--- config.mk ---
export PLATFORM = sky130hd
export DESIGN_NAME = fp_deco_pipe
export DESIGN_NICKNAME = d
export VERILOG_FILES = /design/src/rtl/fp_deco_pipe_pkg.sv /design/src/rtl/fp_deco_unit.sv /design/src/rtl/fp_deco_pipe.sv
export SDC_FILE = /design/constraint.sdc
export NUM_CORES = 1
export LEC_CHECK = 0
export BUFFER_PORTS_ARGS = -buffer_cell sky130_fd_sc_hd__clkbuf_2
export CORE_UTILIZATION = 39
export DETAILED_ROUTE_END_ITERATION = 6
export PLACE_DENSITY = 0.64
export SYNTH_ARGS = -nofsm -noshare
export SYNTH_HDL_FRONTEND = slang
export SYNTH_SLANG_ARGS = --single-unit
--- constraint.sdc ---
create_clock -name clk -period 11.4 [get_ports clk]
set_input_delay 2.28 -clock clk [delete_from_list [all_inputs] [get_ports clk]]
set_output_delay 2.28 -clock clk [all_outputs]
set_load 0.005 [all_outputs]
--- src/rtl/fp_deco_pipe_pkg.sv ---
// Shared floating-point decode definitions: default field widths, class bit
// positions and the width of one decoded-operand record.
package fp_deco_pipe_pkg;

  localparam int unsigned EXP_W_DEF = 8;
  localparam int unsigned MAN_W_DEF = 23;

  // One-hot class vector {nan, inf, denorm, zero}; all-zero means normal
  localparam int unsigned CLS_W      = 4;
  localparam int unsigned CLS_ZERO   = 0;
  localparam int unsigned CLS_DENORM = 1;
  localparam int unsigned CLS_INF    = 2;
  localparam int unsigned CLS_NAN    = 3;

  // Decoded operand record: {sign, effective exponent, {hidden, fraction}, class}
  function automatic int unsigned deco_rec_w(input int unsigned exp_w, input int unsigned man_w);
    return 1 + exp_w + (man_w + 1) + CLS_W;
  endfunction

endpackage

--- src/rtl/fp_deco_unit.sv ---
// Combinational decode of one packed operand into sign, effective exponent,
// mantissa with hidden bit, and one-hot class.
module fp_deco_unit
  import fp_deco_pipe_pkg::*;
#(
  parameter int unsigned EXP_W = EXP_W_DEF,
  parameter int unsigned MAN_W = MAN_W_DEF
) (
  input  logic [EXP_W+MAN_W:0] op_i,
  output logic                 sign_c,
  output logic [EXP_W-1:0]     exp_c,
  output logic [MAN_W:0]       man_c,
  output logic [CLS_W-1:0]     cls_c
);

  localparam int unsigned W = 1 + EXP_W + MAN_W;

  logic [EXP_W-1:0] field;
  logic [MAN_W-1:0] frac;
  logic             e_zero;
  logic             e_ones;
  logic             f_zero;

  assign field  = op_i[W-2 -: EXP_W];
  assign frac   = op_i[MAN_W-1:0];
  assign e_zero = (field == '0);
  assign e_ones = &field;
  assign f_zero = (frac == '0);

  assign sign_c = op_i[W-1];
  // Denormals and zero share the minimum normal exponent
  assign exp_c  = e_zero ? EXP_W'(1) : field;
  assign man_c  = {!e_zero, frac};

  always_comb begin
    cls_c             = '0;
    cls_c[CLS_NAN]    = e_ones && !f_zero;
    cls_c[CLS_INF]    = e_ones && f_zero;
    cls_c[CLS_DENORM] = e_zero && !f_zero;
    cls_c[CLS_ZERO]   = e_zero && f_zero;
  end

endmodule

--- src/rtl/fp_deco_pipe.sv ---
// Decodes an operand pair, computes magnitude ordering and exponent distance,
// and delivers it through a one-entry skid buffer with valid/ready handshakes.
module fp_deco_pipe
  import fp_deco_pipe_pkg::*;
#(
  parameter int unsigned EXP_W = EXP_W_DEF,
  parameter int unsigned MAN_W = MAN_W_DEF
) (
  input  logic                 clk,
  input  logic                 rst,
  input  logic                 in_valid,
  output logic                 in_ready,
  input  logic [EXP_W+MAN_W:0] Float_num_A,
  input  logic [EXP_W+MAN_W:0] Float_num_B,
  output logic                 out_valid,
  input  logic                 out_ready,
  output logic                 Signo_A,
  output logic                 Signo_B,
  output logic [EXP_W-1:0]     Exponente_A,
  output logic [EXP_W-1:0]     Exponente_B,
  output logic [MAN_W:0]       Mantissa_A,
  output logic [MAN_W:0]       Mantissa_B,
  output logic [CLS_W-1:0]     Class_A,
  output logic [CLS_W-1:0]     Class_B,
  output logic [EXP_W-1:0]     Exp_diff,
  output logic                 Swap
);

  localparam int unsigned OP_W   = deco_rec_w(EXP_W, MAN_W);
  localparam int unsigned PAIR_W = 2 * OP_W + EXP_W + 1;

  logic              sign_a_c, sign_b_c;
  logic [EXP_W-1:0]  exp_a_c, exp_b_c;
  logic [MAN_W:0]    man_a_c, man_b_c;
  logic [CLS_W-1:0]  cls_a_c, cls_b_c;
  logic [EXP_W-1:0]  exp_diff_c;
  logic              swap_c;
  logic [PAIR_W-1:0] new_pair_c;

  logic              out_valid_q, out_valid_d;
  logic              skid_valid_q, skid_valid_d;
  logic              in_ready_q, in_ready_d;
  logic [PAIR_W-1:0] out_q, out_d;
  logic [PAIR_W-1:0] skid_q, skid_d;
  logic              take_in;
  logic              drain;

  fp_deco_unit #(.EXP_W(EXP_W), .MAN_W(MAN_W)) u_deco_a (
    .op_i   (Float_num_A),
    .sign_c (sign_a_c),
    .exp_c  (exp_a_c),
    .man_c  (man_a_c),
    .cls_c  (cls_a_c)
  );

  fp_deco_unit #(.EXP_W(EXP_W), .MAN_W(MAN_W)) u_deco_b (
    .op_i   (Float_num_B),
    .sign_c (sign_b_c),
    .exp_c  (exp_b_c),
    .man_c  (man_b_c),
    .cls_c  (cls_b_c)
  );

  // Magnitude order and exponent distance, evaluated for every class
  assign swap_c     = {exp_b_c, man_b_c} > {exp_a_c, man_a_c};
  assign exp_diff_c = (exp_a_c >= exp_b_c) ? (exp_a_c - exp_b_c) : (exp_b_c - exp_a_c);
  assign new_pair_c = {sign_a_c, exp_a_c, man_a_c, cls_a_c,
                       sign_b_c, exp_b_c, man_b_c, cls_b_c,
                       exp_diff_c, swap_c};

  assign take_in = in_valid && in_ready_q;
  assign drain   = out_valid_q && out_ready;

  // Skid is only ever occupied while the output register is full and stalled
  always_comb begin
    out_valid_d  = out_valid_q;
    skid_valid_d = skid_valid_q;
    out_d        = out_q;
    skid_d       = skid_q;
    if (skid_valid_q) begin
      if (drain) begin
        out_d        = skid_q;
        skid_valid_d = 1'b0;
      end
    end else if (take_in) begin
      if (!out_valid_q || drain) begin
        out_d       = new_pair_c;
        out_valid_d = 1'b1;
      end else begin
        skid_d       = new_pair_c;
        skid_valid_d = 1'b1;
      end
    end else if (drain) begin
      out_valid_d = 1'b0;
    end
    in_ready_d = !skid_valid_d;
  end

  always_ff @(posedge clk or posedge rst) begin
    if (rst) begin
      out_valid_q  <= 1'b0;
      skid_valid_q <= 1'b0;
      in_ready_q   <= 1'b0;
      out_q        <= '0;
      skid_q       <= '0;
    end else begin
      out_valid_q  <= out_valid_d;
      skid_valid_q <= skid_valid_d;
      in_ready_q   <= in_ready_d;
      out_q        <= out_d;
      skid_q       <= skid_d;
    end
  end

  assign in_ready  = in_ready_q;
  assign out_valid = out_valid_q;
  assign {Signo_A, Exponente_A, Mantissa_A, Class_A,
          Signo_B, Exponente_B, Mantissa_B, Class_B,
          Exp_diff, Swap} = out_q;

endmodule

Yosys cells after proc, flatten, opt, wreduce, memory -nomap -nowiden
Cells that the tools add are included.
{"block": "op_classes", "add_sub_neg": 2, "mul": 0, "div_mod_pow": 0, "magnitude_cmp": 2, "n_eq_ne": 2, "n_shift": 0, "muxes": 14, "bitwise": 2, "n_reduce_logical": 29}
{"operator": "two-way mux 83 bit", "count": 4}
{"operator": "logical NOT 23 bit", "count": 2}
{"operator": "greater-than comparator 32 bit", "count": 1}
{"operator": "two-way mux 8 bit", "count": 3}
{"operator": "logical NOT 8 bit", "count": 2}
{"operator": "AND reduction 8 bit", "count": 2}
{"operator": "subtractor 8 bit", "count": 2}
{"operator": "logical AND 1 bit", "count": 10}
{"operator": "AND reduction 3 bit", "count": 3}
{"operator": ">= comparator 8 bit", "count": 1}
{"operator": "two-way mux 1 bit", "count": 7}
{"operator": "logical NOT 1 bit", "count": 6}
{"operator": "nonzero test 2 bit", "count": 3}
{"operator": "!= test 2 x 1 -> 1 bit (second input constant)", "count": 2}
{"operator": "NOT 1 bit", "count": 2}
{"operator": "logical OR 1 bit", "count": 1}
{"block": "word_totals", "register_bits": 169, "latchBits": 0, "mem_bits_rw": 0, "rom_bits": 0, "input_bits": 68, "output_inout_bits": 85, "word_cells": 56, "n_memories": 0}

Depth between registers and ports, before layout
{"block": "logic_depth", "depth_word": 7, "depth_mapped": 14, "ltp_nobuf": 14}

By module
A second synthesis with hierarchy kept.
{"block": "hier_totals", "hier_cells": 978, "area_unflattened_um2": 8977.4}
{"mod": "fp_deco_pipe", "instances": 1, "cells_per_inst": 874, "area_per_inst_um2": 8254.2}
{"mod": "fp_deco_unit", "instances": 2, "cells_per_inst": 52, "area_per_inst_um2": 361.6}

Worst setup path after synthesis
OpenSTA, ideal clock, no wires.
{"block": "synth_path", "path_kind": "in2reg", "start": "in Float_num_A[24]", "end": "reg out_q[8]", "setup_ns": 0.069, "t_arrival_ns": 5.086, "required_time_ns": 11.331, "slack_ns": 6.245, "cell_stages": 11, "path_cell_list": "or4_1 > nor2_1 > nor2_1 > ha_1 > fa_1 > o2111ai_2 > o2bb2ai_1 > buf_4 > a21oi_1 > or4b_1 > nand3_1"}
{"block": "synth_between", "elab_chain_cells": 7, "word_cells_on_any_way": 9, "classes_between": "2 x add/sub; 1 x order compare; 5 x mux; 1 x reduce/logical"}
{"item": "start: declaration", "line_no": "fp_deco_pipe.sv:13", "text": "input logic [EXP_W+MAN_W:0] Float_num_A,"}
{"item": "logical NOT 8 bit", "line_no": "fp_deco_unit.sv:26", "text": "assign e_zero = (field == '0);"}
{"item": "two-way mux 8 bit *", "line_no": "fp_deco_unit.sv:32", "text": "assign exp_c = e_zero ? EXP_W'(1) : field;"}
{"item": "subtractor 8 bit / >= comparator 8 bit (equally long branches)", "line_no": "fp_deco_pipe.sv:66", "text": "assign exp_diff_c = (exp_a_c >= exp_b_c) ? (exp_a_c - exp_b_c) : (exp_b_c - exp_a_c);"}
{"item": "two-way mux 8 bit *", "line_no": "fp_deco_pipe.sv:66"}
{"item": "two-way mux 83 bit *", "line_no": "fp_deco_pipe.sv:86", "text": "if (!out_valid_q || drain) begin"}
{"item": "two-way mux 83 bit *", "line_no": "fp_deco_pipe.sv:85", "text": "end else if (take_in) begin"}
{"item": "two-way mux 83 bit *", "line_no": "fp_deco_pipe.sv:80", "text": "if (skid_valid_q) begin"}
{"item": "end signal: assignment", "line_no": "fp_deco_pipe.sv:110", "text": "out_q <= out_d;"}
{"item": "end: declaration", "line_no": "fp_deco_pipe.sv:43", "text": "logic [PAIR_W-1:0] out_q, out_d;"}
Every way passes the cells marked *; elsewhere a longest branch is shown, timed or not. The select of a mux whose other input is x is not followed.
A chain may end at the register's enable or synchronous reset.

Worst setup path in the final report
Ends and elaborated chain as after synthesis.

==> flow_summary.json <==
{
  "worstPathCellList": "clkbuf_2 -> or4_1 -> nor2_1 -> nor2_1 -> ha_1 -> fa_1 -> o2111ai_2 -> o2bb2ai_1 -> a21oi_1 -> or4b_1 -> nand3_1",
  "diodes": 0,
  "p_leak_nw": 5.05,
  "postPlaceCellArea_mm2": 0.00942,
  "dp.cells": 1301,
  "port-buffer-count": 152,
  "die-height_um": 150,
  "max_stage_delay_ns": 0.59,
  "drcViolationCount": 0,
  "grt_pass1_vias": 6479,
  "end_kind": "flip-flop",
  "final_area_mm2": 0.0100,
  "powerDensity_mw_per_mm2": 239,
  "core_mm2": 0.0212,
  "cts_buffers": 17,
  "cts_setup_buffers": 0,
  "yosysTopAreaCell": "dfrtp_1",
  "cts-root-buf": "clkbuf_16",
  "clk_pin_slew_ns": 0.07,
  "syn-mean-instance-area_um2": 9.11,
  "fin_skew_ns": 0.0102,
  "dp_hpwl_um": 16500,
  "dieArea_mm2": 0.0224,
  "fin_nets": 1156,
  "first_iter_violations": 497,
  "yosys_warnings": 0,
  "maxSlewViolCount": 0,
  "antenna_found_initial": 0,
  "r2r_end": "out_q[7]",
  "dieWidth_um": 150,
  "cts_hold_buf": 0,
  "cts_htree_levels": 4,
  "critPathMostFrequentCell": "nor2_1",
  "cap_viol_max_count": 0,
  "start_util_pct": 40.1,
  "period_minus_slack_ns": 5.59,
  "synth_cell_types": 51,
  "first_pass_iters": 5,
  "grt_usage_pct": 21.2,
  "path_class": "primary input to flip-flop",
  "async_flop_share_pct": 100,
  "grt_pass1_wl_um": 36100,
  "wl_per_cell_um": 17.1,
  "yosys-top-cells-area": "dfrtp_1 (50%), nand2_1 (10%), mux2i_1 (8.1%), ha_1 (6.0%), o21ai_0 (5.4%)",
  "setup_violations": 0,
  "layout.cells.non_filler": 1333,
  "setup_tns_ns": 0,
  "clk_latency_ns": 0.43,
  "fin_crit_sh_pct": 49.1,
  "ys_seq_area_share_pct": 49.7,
  "rows": 53,
  "status": "finished, final reports clean",
  "vias": 6808,
  "gp_congestion": 0.873,
  "vdd.ir_drop.worst_v": 0.000109,
  "globalRoute.totalOverflow": 0,
  "relSlewSlack_pct": 29.7,
  "ys_ff_latch": 169,
  "syn-num-nets": 1045,
  "reg2reg_slack_ns": 8.31,
  "cts_tree": "built",
  "cts.sinks": 169,
  "clockBufferDepth": 2,
  "critPathMaxFanout": 11,
  "syn_area_mm2": 0.00851,
  "totalWireLength_um": 22800,
  "synthCells": 934,
  "grt_max_degree": 108,
  "slowest_stage": "or4_1",
  "cp-start-kind": "primary input",
  "worst_slew_pin_slew_ns": 1.06,
  "rsz0062_at_grt": "false",
  "hp-class": "flip-flop to flip-flop",
  "netlist.area_leader.share_pct": 49.7,
  "worst_r2r_startpoint": "skid_valid_q",
  "ios": 153,
  "synthFlopType": "dfrtp_1",
  "drive_above_1_share_pct": 19.3,
  "required_ns": 11.77,
  "cts_resized": 0,
  "worstPathArrival_ns": 5.96,
  "ant_nets": 0,
  "synth-edff-count": 0,
  "hold_end": "skid_q[35]",
  "fmax_mhz": 179,
  "hold_path_depth": 2,
  "synth_most_common_cell": "nand2_1",
  "area_delta_synth_final_pct": 17.6,
  "via_per_inst": 5.11,
  "hold_start": "skid_q[35]",
  "worst_r2r_path_depth": 7,
  "finalHoldViolCount": 0,
  "synth_commonest_cells": "nand2_1 (235), dfrtp_1 (169), o21ai_0 (91)"
}
-- flip-flops by register name, indices dropped and copies added (netlist names) --
register      count
out_q            83
out_valid         1
skid_q           83
in_ready          1
skid_valid_q      1
-- worst max-delay path, delay by kind of cell --
| family | cells | cell delay [ns] |
|---|---|---|
| compound gates | 3 | 1.02 |
| simple gates | 5 | 1.81 |
| fa+ha+maj | 2 | 0.70 |
| buf+inv | 1 | 0.14 |
-- final cells by class --
cell class              count  area (um2)
fillers                  2076       11200
flip-flops and latches    169        4230
multi-input cells         652        3860
repair buffers            157         798
clock buffers              18         439
well taps                 275         344
inverters                  48         185
clock inverters            14         151
-- per-layer routing --
metal / share of wire [%] / GRT usage [%] / wire (um)
met3: 4.9 / 3.69 / 1120
met5: 0 / 0 / 0
met2: 44 / 31.0 / 10000
met1: 50 / 31.7 / 11300
met4: 1.6 / 6.21 / 364
-- placed cells by master (no fill, tap or decap), types with 2 or more instances in the layout --
cell type   netlist  final
nand3_1           7      7
nor4_1           14     14
nor3_1            9      9
or3_1             2      2
o21ai_0          91     91
inv_2             2      2
inv_8             0      4
inv_1            46     45
o21ai_1          52     52
a2111oi_0         2      2
o211ai_1          2      2
fa_1              2      2
buf_4             2      5
ha_1             41     41
a21oi_2           2      2
nand4_1          11     11
clkinvlp_4        0      2
a21o_1            7      7
or4_1             3      3
nor2b_1           4      4
a21oi_1          36     36
a21boi_0          2      2
o21bai_1          2      2
o31ai_1           3      3
mux2i_1          69     69
a22oi_1           2      2
dfrtp_1         169    168
clkbuf_16         0     17
nor2_1           23     22
inv_6             0      7
clkbuf_2          0    152
xnor2_1           5      5
nand2_1         235    234
and3_1            7      7
-- worst max-delay path by stage --
stage | start | endpoint | slack (ns) | cells past startpoint
after floorplan | rst | in_ready | 4.54 | 1
after global placement | Float_num_A[24] | out_q[8] | 5.44 | 11
after detailed placement | Float_num_A[24] | out_q[8] | 5.38 | 11
after CTS | Float_num_A[24] | out_q[8] | 5.83 | 11
after global routing | Float_num_A[24] | out_q[8] | 5.59 | 11
final | Float_num_A[24] | out_q[8] | 5.81 | 11
-- cell families after synthesis --
kind of cell | synth area share, %
compound gates | 13.6
xor+xnor | 0.618
fa+ha+maj | 6.50
buf+inv | 5.10
flops | 49.7
mux | 8.12
simple gates | 16.3
-- metrics by stage --
step / hold slack, ns / power (mW) / utilization [%] / worst slack, ns
2_1_floorplan: 0.444 / 1.52 / - / 4.54
3_3_place_gp: 0.457 / 1.80 / 44.4 / 5.44
3_5_place_dp: 0.462 / 1.83 / 44.4 / 5.38
4_1_cts: 0.480 / 2.42 / 47.2 / 5.83
5_1_grt: 0.496 / 2.58 / 47.2 / 5.59
6_report: 0.476 / 2.39 / 47.2 / 5.81
-- report_power, final --
part	internal, mW	total (mW)	switching [mW]
Sequential	0.854	1.02	0.165
Clock	0.317	0.586	0.268
Combinational	0.323	0.787	0.464
Note: power is estimated with default switching activity, not from simulation.
